[src/rtl/pow2_stream_detect_if.sv]
// Stream bundle for pow2_stream_detect: word input handshake plus classified result output.
// Optional ceil-to-power-of-two fields exist only when POW2_ROUNDUP_EN is defined.
interface pow2_stream_detect_if #(
    parameter int WIDTH = 8
);
    localparam int IDX_W = $clog2(WIDTH);

    logic             in_valid;
    logic             in_ready;
    logic [WIDTH-1:0] in_data;
    logic             out_valid;
    logic             out_ready;
    logic             out_is_pow2;
    logic             out_zero;
    logic [IDX_W-1:0] out_msb_idx;
    logic [WIDTH-1:0] out_data;
`ifdef POW2_ROUNDUP_EN
    logic [WIDTH-1:0] out_ceil_pow2;
    logic             out_ceil_ovf;

    modport master (
        output in_valid, in_data, out_ready,
        input  in_ready, out_valid, out_is_pow2, out_zero, out_msb_idx, out_data,
        input  out_ceil_pow2, out_ceil_ovf
    );
    modport slave (
        input  in_valid, in_data, out_ready,
        output in_ready, out_valid, out_is_pow2, out_zero, out_msb_idx, out_data,
        output out_ceil_pow2, out_ceil_ovf
    );
`else
    modport master (
        output in_valid, in_data, out_ready,
        input  in_ready, out_valid, out_is_pow2, out_zero, out_msb_idx, out_data
    );
    modport slave (
        input  in_valid, in_data, out_ready,
        output in_ready, out_valid, out_is_pow2, out_zero, out_msb_idx, out_data
    );
`endif
endinterface

[src/rtl/pow2_stream_detect.sv]
// Two-stage streaming power-of-two / MSB-index / zero classifier with saturating pow2 counter.
// Optional macro POW2_ROUNDUP_EN adds ceil-to-power-of-two result with overflow flag.
module pow2_stream_detect #(
    parameter int WIDTH = 8,
    parameter int CNT_W = 16
) (
    input  logic             clk,
    input  logic             rst,
    pow2_stream_detect_if.slave bus,
    output logic [CNT_W-1:0] pow2_count
);
    localparam int IDX_W = $clog2(WIDTH);

    function automatic logic f_is_pow2(input logic [WIDTH-1:0] w);
        return (w != '0) && ((w & (w - 1'b1)) == '0);
    endfunction

    function automatic logic [IDX_W-1:0] f_msb_idx(input logic [WIDTH-1:0] w);
        logic [IDX_W-1:0] idx;
        idx = '0;
        for (int i = 0; i < WIDTH; i++) begin
            if (w[i]) idx = i[IDX_W-1:0];
        end
        return idx;
    endfunction

    function automatic logic [CNT_W-1:0] f_sat_inc(input logic [CNT_W-1:0] c);
        return (c == '1) ? c : c + 1'b1;
    endfunction

`ifdef POW2_ROUNDUP_EN
    // Returns {ovf, ceil}; words above the top bit's weight clamp to that weight.
    function automatic logic [WIDTH:0] f_ceil_pow2(input logic [WIDTH-1:0] w);
        logic [WIDTH-1:0] one;
        logic [WIDTH-1:0] top;
        one = {{(WIDTH-1){1'b0}}, 1'b1};
        top = {1'b1, {(WIDTH-1){1'b0}}};
        if (w == '0)      return {1'b0, one};
        if (w > top)      return {1'b1, top};
        if (f_is_pow2(w)) return {1'b0, w};
        return {1'b0, one << (32'(f_msb_idx(w)) + 1)};
    endfunction
`endif

    logic             vld_p1_q, vld_p1_d;
    logic [WIDTH-1:0] data_p1_q, data_p1_d;
    logic             vld_p2_q, vld_p2_d;
    logic [WIDTH-1:0] data_p2_q, data_p2_d;
    logic             pow2_p2_q, pow2_p2_d;
    logic             zero_p2_q, zero_p2_d;
    logic [IDX_W-1:0] msb_p2_q, msb_p2_d;
    logic [CNT_W-1:0] cnt_q, cnt_d;
    logic             s2_adv;
    logic             in_ready;
`ifdef POW2_ROUNDUP_EN
    logic [WIDTH-1:0] ceil_p2_q, ceil_p2_d;
    logic             ovf_p2_q, ovf_p2_d;
    logic [WIDTH:0]   ceil_res;
`endif

    always_comb begin
        s2_adv    = !vld_p2_q || bus.out_ready;
        in_ready  = !rst && (!vld_p1_q || s2_adv);
        vld_p1_d  = vld_p1_q;
        data_p1_d = data_p1_q;
        vld_p2_d  = vld_p2_q;
        data_p2_d = data_p2_q;
        pow2_p2_d = pow2_p2_q;
        zero_p2_d = zero_p2_q;
        msb_p2_d  = msb_p2_q;
        cnt_d     = cnt_q;
`ifdef POW2_ROUNDUP_EN
        ceil_res  = f_ceil_pow2(data_p1_q);
        ceil_p2_d = ceil_p2_q;
        ovf_p2_d  = ovf_p2_q;
`endif

        // S1: capture the incoming word
        if (bus.in_valid && in_ready) begin
            vld_p1_d  = 1'b1;
            data_p1_d = bus.in_data;
        end else if (s2_adv) begin
            vld_p1_d  = 1'b0;
        end

        // S2: classify the S1 word; held while the consumer stalls
        if (s2_adv) begin
            vld_p2_d = vld_p1_q;
            if (vld_p1_q) begin
                data_p2_d = data_p1_q;
                pow2_p2_d = f_is_pow2(data_p1_q);
                zero_p2_d = (data_p1_q == '0);
                msb_p2_d  = f_msb_idx(data_p1_q);
`ifdef POW2_ROUNDUP_EN
                ceil_p2_d = ceil_res[WIDTH-1:0];
                ovf_p2_d  = ceil_res[WIDTH];
`endif
            end
        end

        if (vld_p2_q && bus.out_ready && pow2_p2_q) cnt_d = f_sat_inc(cnt_q);
    end

    always_ff @(posedge clk) begin
        if (rst) begin
            vld_p1_q <= 1'b0;
            vld_p2_q <= 1'b0;
            cnt_q    <= '0;
        end else begin
            vld_p1_q <= vld_p1_d;
            vld_p2_q <= vld_p2_d;
            cnt_q    <= cnt_d;
        end
    end

    // Data registers carry no reset; outputs are masked by the stage valid instead.
    always_ff @(posedge clk) begin
        data_p1_q <= data_p1_d;
        data_p2_q <= data_p2_d;
        pow2_p2_q <= pow2_p2_d;
        zero_p2_q <= zero_p2_d;
        msb_p2_q  <= msb_p2_d;
`ifdef POW2_ROUNDUP_EN
        ceil_p2_q <= ceil_p2_d;
        ovf_p2_q  <= ovf_p2_d;
`endif
    end

    assign bus.in_ready    = in_ready;
    assign bus.out_valid   = vld_p2_q;
    assign bus.out_is_pow2 = vld_p2_q & pow2_p2_q;
    assign bus.out_zero    = vld_p2_q & zero_p2_q;
    assign bus.out_msb_idx = vld_p2_q ? msb_p2_q : '0;
    assign bus.out_data    = vld_p2_q ? data_p2_q : '0;
`ifdef POW2_ROUNDUP_EN
    assign bus.out_ceil_pow2 = vld_p2_q ? ceil_p2_q : '0;
    assign bus.out_ceil_ovf  = vld_p2_q & ovf_p2_q;
`endif
    assign pow2_count = cnt_q;

endmodule

[src/flat_wrapper.sv]
// flat-port wrapper written by rule: the top's interface ports become plain ports
module pow2_stream_detect_flat 
#(
    parameter int WIDTH = 8,
    parameter int CNT_W = 16
)
  (clk, rst, pow2_count, bus_in_valid, bus_in_data, bus_out_ready, bus_in_ready, bus_out_valid, bus_out_is_pow2, bus_out_zero, bus_out_msb_idx, bus_out_data);
  pow2_stream_detect_if #(.WIDTH(WIDTH)) bus_i ();
  input  logic clk;
  input  logic rst;
  output logic [CNT_W-1:0] pow2_count;
  input wire logic [$bits(bus_i.in_valid)-1:0] bus_in_valid;
  input wire logic [$bits(bus_i.in_data)-1:0] bus_in_data;
  input wire logic [$bits(bus_i.out_ready)-1:0] bus_out_ready;
  output wire logic [$bits(bus_i.in_ready)-1:0] bus_in_ready;
  output wire logic [$bits(bus_i.out_valid)-1:0] bus_out_valid;
  output wire logic [$bits(bus_i.out_is_pow2)-1:0] bus_out_is_pow2;
  output wire logic [$bits(bus_i.out_zero)-1:0] bus_out_zero;
  output wire logic [$bits(bus_i.out_msb_idx)-1:0] bus_out_msb_idx;
  output wire logic [$bits(bus_i.out_data)-1:0] bus_out_data;
  assign bus_i.in_valid = bus_in_valid;
  assign bus_i.in_data = bus_in_data;
  assign bus_i.out_ready = bus_out_ready;
  assign bus_in_ready = bus_i.in_ready;
  assign bus_out_valid = bus_i.out_valid;
  assign bus_out_is_pow2 = bus_i.out_is_pow2;
  assign bus_out_zero = bus_i.out_zero;
  assign bus_out_msb_idx = bus_i.out_msb_idx;
  assign bus_out_data = bus_i.out_data;
  pow2_stream_detect #(.WIDTH(WIDTH), .CNT_W(CNT_W)) u_core (.clk(clk), .rst(rst), .bus(bus_i), .pow2_count(pow2_count));
endmodule
[config.mk]
export PLATFORM = sky130hd
export DESIGN_NAME = pow2_stream_detect_flat
export DESIGN_NICKNAME = d
export VERILOG_FILES = /design/src/rtl/pow2_stream_detect_if.sv /design/src/rtl/pow2_stream_detect.sv /design/src/flat_wrapper.sv
export SDC_FILE = /design/constraint.sdc
export NUM_CORES = 1
export LEC_CHECK = 0
export ABC_CLOCK_PERIOD_IN_PS = 2130
export BUFFER_PORTS_ARGS = -buffer_cell sky130_fd_sc_hd__buf_4
export CELL_PAD_IN_SITES_DETAIL_PLACEMENT = 0
export CELL_PAD_IN_SITES_GLOBAL_PLACEMENT = 2
export CORE_MARGIN = 5
export CORE_UTILIZATION = 25
export CTS_CLUSTER_DIAMETER = 40
export DETAILED_ROUTE_END_ITERATION = 6
export PLACE_DENSITY = 0.68
export SLEW_MARGIN = 0
export SYNTH_ARGS = -nofsm -noshare
export SYNTH_HDL_FRONTEND = slang
export SYNTH_SLANG_ARGS = --single-unit
[constraint.sdc]
create_clock -name clk -period 2.13 [get_ports clk]
set_input_delay 0.426 -clock clk [delete_from_list [all_inputs] [get_ports clk]]
set_output_delay 0.426 -clock clk [all_outputs]
set_load 0.05 [all_outputs]
==> results.json <==
{
  "fmax_mhz": 530,
  "layout.nets": 220,
  "setup_tns_ns": 0,
  "worstPathRequired_ns": 2.31,
  "final_core_util_pct": 33.7,
  "ys_ff_latch": 39,
  "r2r-start": "u_core.pow2_count[1]",
  "cts.path.max_buffers": 2,
  "h-tree-depth": 2,
  "synth_top_area_share_pct": 35.7,
  "crit_chain": "ha_1 -> nand4_1 -> o41ai_4 -> buf_4 -> mux2i_1 -> nor2_1",
  "synthToLayoutAreaGrowth_pct": 30.4,
  "setup_viol": 0,
  "grt_pass1_wl_mm": 6.42,
  "post_cts_resized": 0,
  "synth-warning-count": 0,
  "ant_nets": 0,
  "synth-simple-area-share_pct": 25.2,
  "reg2reg_depth": 6,
  "cts_sinks": 39,
  "vias": 1359,
  "grt_use_total_pct": 9.16,
  "syn_avg_cell_area_um2": 11.2,
  "synth_xor_area_share_pct": 1.49,
  "path_delay_family": "compound AO/OA/AOI/OAI gates",
  "synth_cells": 158,
  "hpwl_mm": 2.88,
  "rows": 30,
  "syn-cell-area_um2": 1760,
  "clkLatencyLatePin_ns": 0.29,
  "yosysTopAreaCell": "edfxtp_1",
  "start_util_pct": 25.8,
  "cap_violations": 0,
  "clk_pin_slew_ns": 0.08,
  "hold_viol_final": 0,
  "reg2reg_to": "u_core.pow2_count[1]",
  "critPathMaxFanout": 10,
  "rsz0062_at_grt": "no",
  "die_area_um2": 8840,
  "drv_slew": 0,
  "status": "complete, no violations",
  "drive_gt1_share_pct": 33.7,
  "gp_congestion": 0.733,
  "numCtsBuffers": 5,
  "antenna_found_initial": 0,
  "cts_root_buf": "clkbuf_8",
  "n_fill_cell": 733,
  "hold_buffers": 0,
  "finClkSkew_ns": 0.00957,
  "ff2ff_setup_slack_ns": 0.24,
  "async_flop_share_pct": 0,
  "p_leak_nw": 0.884,
  "routed_wirelength_mm": 3.91,
  "io_pins": 43,
  "worst_path_max_delay_cell": "o41ai_4",
  "grt_max_degree": 22,
  "hp-class": "input pin to flip-flop",
  "slowest_delay_ns": 0.46,
  "critPathKind": "flip-flop to flip-flop",
  "core_region_area_um2": 6830,
  "grt_overflow_total": 0,
  "crit_buf_inv": 1,
  "synth_edf_count": 21,
  "fin_crit_sh_pct": 88.5,
  "synthAdderAreaFrac_pct": 0.709,
  "postCtsSetupBuffers": 0,
  "yosys-top-cells-count": "edfxtp_1, dfxtp_1, and2_1, a21oi_1, nor2_1",
  "synth_top_family_by_area": "simple AND/OR/NAND/NOR gates",
  "synth_mux_area_share_pct": 1.84,
  "slew_headroom_pct": 26.2,
  "synth-seq-area-share_pct": 56.2,
  "dieHeight_um": 94.0,
  "diodes": 0,
  "ys_types": 39,
  "drtIter0Drc": 57,
  "drtPass1Iterations": 4,
  "grt_pass1_vias": 1294,
  "numPortBuffers": 42,
  "arrival_ns": 2.07,
  "cts_tree": "done",
  "vdd_drop_max_v": 0.000233,
  "drcViolationCount": 0,
  "hp-start": "bus_in_data[7]",
  "critPathLaunchType": "flip-flop",
  "period_minus_slack_ns": 1.89,
  "cp-end-kind": "flip-flop",
  "vias_per_cell": 4.47,
  "synth_ff_type": "edfxtp_1",
  "tightest_slew_ns": 1.10,
  "wl_per_cell_um": 12.9,
  "holdPathEnd": "u_core.data_p1_q[7]",
  "hold_depth": 1,
  "die_x_um": 94.0,
  "powerDensity_nw_per_um2": 637,
  "yosysMostFrequentCell": "edfxtp_1",
  "synth-compound-area-share_pct": 12.6,
  "synth_nets": 171,
  "synth_area_leaders": "edfxtp_1, dfxtp_1, and2_1, a21oi_1, nor2_1"
}
sequential cells by signal, summed over array words and instances, names as in the netlist:
name and flops:
u_core.pow2_count 16, u_core.data_p1_q 8, u_core.data_p2_q 8, u_core.msb_p2_q 3
u_core.bus.out_valid 1, u_core.pow2_p2_q 1, u_core.vld_p1_q 1, u_core.zero_p2_q 1
where the power goes:
group | switching [mW] | leakage, nW | internal [mW]
clock | 0.278 | 0.0408 | 0.234
combinational | 0.0807 | 0.505 | 0.0450
sequential | 0.0135 | 0.338 | 0.814
area by class of cell:
type	count	area [um^2]	area share, %
clock buffers	5	68.8	2.99
clock inverters	3	23.8	1.03
inverters	2	7.51	0.326
multi-input cells	113	743	32.3
flip-flops and latches	39	991	43.1
well taps	96	120	5.22
repair buffers	46	345	15.0
metal layers:
| layer | GRT usage, % | vias to the layer above | part of all wire [%] |
|---|---|---|---|
| li1 | - | 692 | - |
| met1 | 12.2 | 627 | 49 |
| met2 | 14.2 | 34 | 46 |
| met3 | 2.08 | 6 | 3.6 |
| met4 | 3.97 | 0 | 1.5 |
| met5 | 0 | - | 0 |
metrics by stage:
step	std cells	total power, mW	setup slack, ns	instance area, um^2	hold slack, ns
after floorplan	158	0.922	0.0530	1770	0.466
after global placement	296	0.972	0.288	2210	0.496
after detailed placement	296	0.972	0.255	2210	0.504
after CTS	304	1.50	0.246	2300	0.287
after global routing	304	1.53	0.0578	2300	0.284
final	304	1.47	0.245	2300	0.303
worst max path at each step:
stage	from	end	slack [ns]	cells past startpoint
after floorplan	u_core.pow2_count[0]	u_core.pow2_count[13]	0.05	5
after global placement	u_core.pow2_count[1]	u_core.pow2_count[1]	0.29	6
after detailed placement	bus_out_ready	u_core.data_p2_q[5]	0.25	3
after CTS	u_core.pow2_count[1]	u_core.pow2_count[1]	0.25	6
after global routing	u_core.pow2_count[1]	u_core.pow2_count[1]	0.06	6
final	u_core.pow2_count[1]	u_core.pow2_count[1]	0.24	6
placed cells by master, fill, tap and decap left out, types with 2 or more instances in the layout:
| cell | synthesis | routed |
|---|---|---|
| nor4_1 | 2 | 2 |
| nor2b_1 | 2 | 2 |
| o21bai_1 | 2 | 2 |
| clkbuf_8 | 0 | 5 |
| inv_1 | 2 | 2 |
| a21oi_1 | 13 | 12 |
| edfxtp_1 | 21 | 21 |
| nand3_1 | 6 | 6 |
| a211oi_1 | 2 | 2 |
| and3_2 | 3 | 3 |
| and3_1 | 3 | 3 |
| o31ai_1 | 5 | 5 |
| or3_2 | 4 | 4 |
| clkinvlp_4 | 0 | 2 |
| or4_2 | 2 | 2 |
| buf_4 | 1 | 46 |
| xor2_1 | 3 | 3 |
| nand2_1 | 6 | 6 |
| nand4_1 | 3 | 3 |
| or3_1 | 3 | 3 |
| and2_1 | 14 | 14 |
| nor3_1 | 2 | 2 |
| nor2_1 | 12 | 12 |
| dfxtp_1 | 18 | 18 |
| and2b_2 | 2 | 2 |
| mux2_1 | 2 | 2 |
| nand2b_1 | 2 | 2 |
| o21ai_0 | 8 | 8 |
| and4_1 | 2 | 2 |
worst reg2reg max path: cells and delay by family (launching register included):
kind / cells / cell delay, ns
flip-flops: 1 / 0.41
buffers and inverters: 1 / 0.26
multiplexers: 1 / 0.19
AND/OR/NAND/NOR: 2 / 0.22
adder cells (fa/ha/maj): 1 / 0.23
AO/OA/AOI/OAI: 1 / 0.46
cells by family (layout without fill, tap and decap cells):
family                     after synthesis  count (layout)
buffers and inverters                    6              56
adders and majority gates                1               1
and+or+nand+nor                         72              72
DFF                                     39              39
muxes                                    3               3
AOI/OAI and AO/OA                       34              34
xor gates and xnor gates                 3               3
Power figures use the tool's default switching activity.
